<file path="config.mk">
export PLATFORM = sky130hd
export DESIGN_NAME = pipe_hazard_ctrl
export DESIGN_NICKNAME = d
export VERILOG_FILES = /design/src/rtl/pipe_hazard_ctrl.sv
export SDC_FILE = /design/constraint.sdc
export NUM_CORES = 1
export LEC_CHECK = 0
export ABC_AREA = 1
export BUFFER_PORTS_ARGS = -buffer_cell sky130_fd_sc_hd__buf_4
export CAP_MARGIN = 15
export CORE_MARGIN = 4
export CORE_UTILIZATION = 45
export DETAILED_ROUTE_END_ITERATION = 8
export GPL_ROUTABILITY_DRIVEN = 0
export HOLD_SLACK_MARGIN = 0.12
export PLACE_DENSITY_LB_ADDON = 0.12
export SLEW_MARGIN = 20
export SYNTH_ARGS = -nofsm -noshare
export SYNTH_HDL_FRONTEND = slang
export SYNTH_SLANG_ARGS = --single-unit
</file>
<file path="constraint.sdc">
create_clock -name clk -period 2.05 [get_ports clk]
set_input_delay 0.1025 -clock clk [delete_from_list [all_inputs] [get_ports clk]]
set_output_delay 0.1025 -clock clk [all_outputs]
set_load 0.1 [all_outputs]
</file>
<file path="src/rtl/pipe_hazard_ctrl.sv">
// Stall/flush controller for the 5-stage pipeline: load-use stalls, branch flushes,
// data-memory freeze with a bounded wait, sticky timeout flag and a stall-cycle counter.
module pipe_hazard_ctrl #(
    parameter int MEM_TIMEOUT = 16,
    parameter int CNT_W       = 16
) (
    input  logic             clk,
    input  logic             rst,
    input  logic [4:0]       id_rs,
    input  logic [4:0]       id_rt,
    input  logic             idex_memread,
    input  logic [4:0]       idex_rt,
    input  logic             branch_taken,
    input  logic             exmem_memread,
    input  logic             exmem_memwrite,
    input  logic             mem_ready,
    output logic             pc_write,
    output logic             ifid_write,
    output logic             ifid_flush,
    output logic             idex_write,
    output logic             idex_flush,
    output logic             exmem_write,
    output logic             memwb_bubble,
    output logic             mem_err,
    output logic [CNT_W-1:0] stall_cnt
);

    typedef enum logic [0:0] {
        RUN      = 1'b0,
        MEM_WAIT = 1'b1
    } state_t;

    localparam logic [7:0]       TMO_LAST = 8'(MEM_TIMEOUT - 1);
    localparam logic [CNT_W-1:0] CNT_ONE  = CNT_W'(1);
    localparam logic [CNT_W-1:0] CNT_MAX  = {CNT_W{1'b1}};

    state_t           state_r;
    logic [7:0]       wait_cnt_r;
    logic             mem_err_r;
    logic [CNT_W-1:0] stall_cnt_r;

    logic mem_acc_s;
    logic load_use_s;
    logic tmo_s;
    logic freeze_s;

    assign mem_err   = mem_err_r;
    assign stall_cnt = stall_cnt_r;

    // Hazard detection; register $0 never produces a load-use stall.
    always_comb begin
        mem_acc_s  = exmem_memread | exmem_memwrite;
        load_use_s = idex_memread & (idex_rt != 5'd0) &
                     ((idex_rt == id_rs) | (idex_rt == id_rt));
        tmo_s      = (state_r == MEM_WAIT) & (wait_cnt_r == TMO_LAST) & ~mem_ready;
        freeze_s   = mem_acc_s & ~mem_ready & ~tmo_s;
    end

    // Pipeline-register controls, prioritised reset > freeze > branch > load-use.
    always_comb begin
        pc_write     = 1'b1;
        ifid_write   = 1'b1;
        ifid_flush   = 1'b0;
        idex_write   = 1'b1;
        idex_flush   = 1'b0;
        exmem_write  = 1'b1;
        memwb_bubble = 1'b0;
        if (rst) begin
            ifid_flush   = 1'b1;
            idex_flush   = 1'b1;
            memwb_bubble = 1'b1;
        end else if (freeze_s) begin
            pc_write     = 1'b0;
            ifid_write   = 1'b0;
            idex_write   = 1'b0;
            exmem_write  = 1'b0;
            memwb_bubble = 1'b1;
        end else if (branch_taken) begin
            ifid_flush   = 1'b1;
            idex_flush   = 1'b1;
        end else if (load_use_s) begin
            pc_write     = 1'b0;
            ifid_write   = 1'b0;
            idex_flush   = 1'b1;
        end else begin
            pc_write     = 1'b1;
            idex_flush   = 1'b0;
        end
    end

    // Memory-wait FSM with timeout and sticky error flag.
    always_ff @(posedge clk) begin
        if (rst) begin
            state_r    <= RUN;
            wait_cnt_r <= 8'd0;
            mem_err_r  <= 1'b0;
        end else begin
            case (state_r)
                RUN: begin
                    wait_cnt_r <= 8'd0;
                    if (mem_acc_s && !mem_ready) begin
                        state_r <= MEM_WAIT;
                    end else begin
                        state_r <= RUN;
                    end
                end
                MEM_WAIT: begin
                    if (!mem_acc_s || mem_ready) begin
                        state_r <= RUN;
                    end else if (tmo_s) begin
                        state_r   <= RUN;
                        mem_err_r <= 1'b1;
                    end else begin
                        wait_cnt_r <= wait_cnt_r + 8'd1;
                    end
                end
                default: begin
                    state_r    <= RUN;
                    wait_cnt_r <= 8'd0;
                end
            endcase
        end
    end

    // Saturating count of cycles in which the PC did not advance.
    always_ff @(posedge clk) begin
        if (rst) begin
            stall_cnt_r <= '0;
        end else if (!pc_write && (stall_cnt_r != CNT_MAX)) begin
            stall_cnt_r <= stall_cnt_r + CNT_ONE;
        end else begin
            stall_cnt_r <= stall_cnt_r;
        end
    end

endmodule

</file>
==> flow_summary.ini <==
[floorplan]
std_cell_rows = 21
die_y_um = 68.8
die_x_um = 68.8
die_area_um2 = 4730
core_um2 = 3440
initial_core_util = 0.483
pin_count = 46

[worst_setup_path]
cp-startpoint = wait_cnt_r[6]
cp_max_fo = 22
end_kind = output port
cpLargestDelayFamily = simple AND/OR/NAND/NOR gates
crit_arrival_ns = 1.75
crit_path_cell_trace = inv_1, nand3_1, nor3_2, nand2_4, nand3_4, nand2_4, clkinvlp_4, buf_4
cpMostUsedCell = nand2_4
critPathRequiredTime_ns = 1.95
reg2reg_from = stall_cnt[1]
crit_type = flip-flop to output port
start_kind = flip-flop
slowest_delay_ns = 0.32
critical_path_buf_inv_count = 3
cpMaxStageDelayCell = dfxtp_1

[final_layout]
fillerInstances = 334
n_antenna_cell = 0
drive_above_1_share = 0.283
finish.net_count = 329
areaGrowthSynthToFinish_pct = 29.8
post-route-util = 0.627
final_cells = 350
fin_area_um2 = 2160

[clock_network]
h-tree-depth = 1
cts_tree = done
cts_buffers = 3
clk_pin_slew_ns = 0.09
clock_latency_ns = 0.27
clockBufferDepth = 2
cts_root_buf = clkbuf_8
cts_sinks = 26

[power]
p_per_area_nw_per_um2 = 493
ir_drop_mv = 0.369
p_leak_nw = 0.975
design_power_total_mw = 1.07

[routing]
drt_iter0_markers = 96
via_count = 1693
firstDrtPassIters = 4
ant_nets = 0
wire_per_inst_um = 10.6
vias_per_cell = 4.84
drt-total-wl_um = 3700
drc = 0

[global_route]
grtUsageTotal = 0.173
antenna_found_initial = 0
overflow = 0
grt_max_degree = 23
grt_pass1_vias = 1517
grt_pass1_wl_um = 6430

[synth]
yosysSeqAreaShare = 0.313
netlist_top_cells_area = dfxtp_1 (31%), nand2_1 (16%), nand3_1 (10%), a21oi_1 (7.5%), inv_1 (7.0%)
synth_top_area_cell = dfxtp_1
synth_edf_count = 0
syn_avg_cell_area_um2 = 6.38
synth_cell_types = 25
ys_ff_latch = 26
synthArstFlopShare = 0
synth_nets = 285
syn-cell-area_um2 = 1660
synth_top_area_frac = 0.313
synth_cells = 261
ys.flop_type = dfxtp_1
yosysWarningCount = 0

[run_status]
status = complete, no violations

[place]
dpl.cell_count = 346
hpwlAfterDp_um = 2870
io_buffers = 45
place_area_um2 = 2100

[sta]
fin_skew_ns = 0.00314
finalSetupViolCount = 0
worst_pin_slew_ns = 0.393
tns_ns = 0
fin_crit_ns = 1.85
slew_violations = 0
fmax_ghz = 0.540
hold_viol_final = 0
rsz0062_at_grt = false
period_share = 0.904
slew_headroom = 0.736

[job]
cap_violations = 0

[min_path]
min_from = rst
hp-class = primary input to flip-flop
flip-flops by register name (all words and copies together), names as in the netlist:
register and count:
state_r 1, wait_cnt_r 8, mem_err 1, stall_cnt 16
cell usage after synthesis (2+ instances only):
cell type / instances
nand2_1: 69
nand3_1: 34
inv_1: 31
dfxtp_1: 26
a21oi_1: 25
nor2_1: 23
xnor2_1: 8
o21ai_0: 7
nand4_1: 6
nor3_1: 6
xor2_1: 6
buf_2: 5
buf_4: 2
ha_1: 2
cells by family (layout without fill, tap and decap cells):
logic type                 count (synthesis)  after routing  synth area share
and+or+nand+nor                          143            143             0.383
buffers and inverters                     42             85             0.111
AOI/OAI and AO/OA                         34             34             0.104
xor gates and xnor gates                  14             14            0.0737
adders and majority gates                  2              2            0.0150
DFF                                       26             26             0.313
stage by stage:
stage          hold slack, ns  worst slack (ns)
2_1_floorplan           0.333            -0.165
3_3_place_gp            0.434             0.434
3_5_place_dp            0.439             0.413
4_1_cts                 0.145            0.0985
5_1_grt                 0.157            0.0240
6_report                0.152             0.197
worst paths after layout:
path	slack (ns)	to	cells after the start
worst max-delay path	0.20	pc_write	8
worst min register to register	0.46	wait_cnt_r[6]	2
worst min-delay path	0.15	stall_cnt[15]	2
worst max register to register	0.40	stall_cnt[13]	11
cell type report:
| type | instances | area (µm²) | share of cell area |
|---|---|---|---|
| Clock buffer | 4 | 55.1 | 0.0255 |
| Multi-Input combinational cell | 193 | 1010 | 0.470 |
| Timing Repair Buffer | 47 | 353 | 0.163 |
| Tap cell | 46 | 57.6 | 0.0267 |
| Inverter | 34 | 134 | 0.0620 |
| Sequential cell | 26 | 546 | 0.253 |
cell usage in the layout, fill, tap and decap left out, drive strengths merged:
master     n
a21oi     25
buf       47
clkbuf     4
clkinv     1
clkinvlp   1
dfxtp     26
ha         2
inv       32
nand2     71
nand3     34
nand4      6
nor2      26
nor3       6
o21a       1
o21ai      8
xnor2      8
xor2       6
routing by layer:
layer,vias to the layer above,wire (µm),global-route usage
met5,-,0,0
met4,0,19,0.0292
met3,4,189,0.0389
met2,32,1820,0.309
met1,735,1670,0.213
li1,922,-,-
report_power, final:
part / total [mW] / internal, mW / switching, mW
registers: 0.513 / 0.508 / 0.00456
clock network: 0.332 / 0.172 / 0.160
logic: 0.220 / 0.0674 / 0.153
what timing repair did:
action                                  4_1_cts  5_1_grt
endpoints found under the setup margin        0        2
setup buffers                                 0        0
resized for setup                             0        1
hold buffers                                  0        0
No activity file was read; power rests on OpenSTA's default activity.
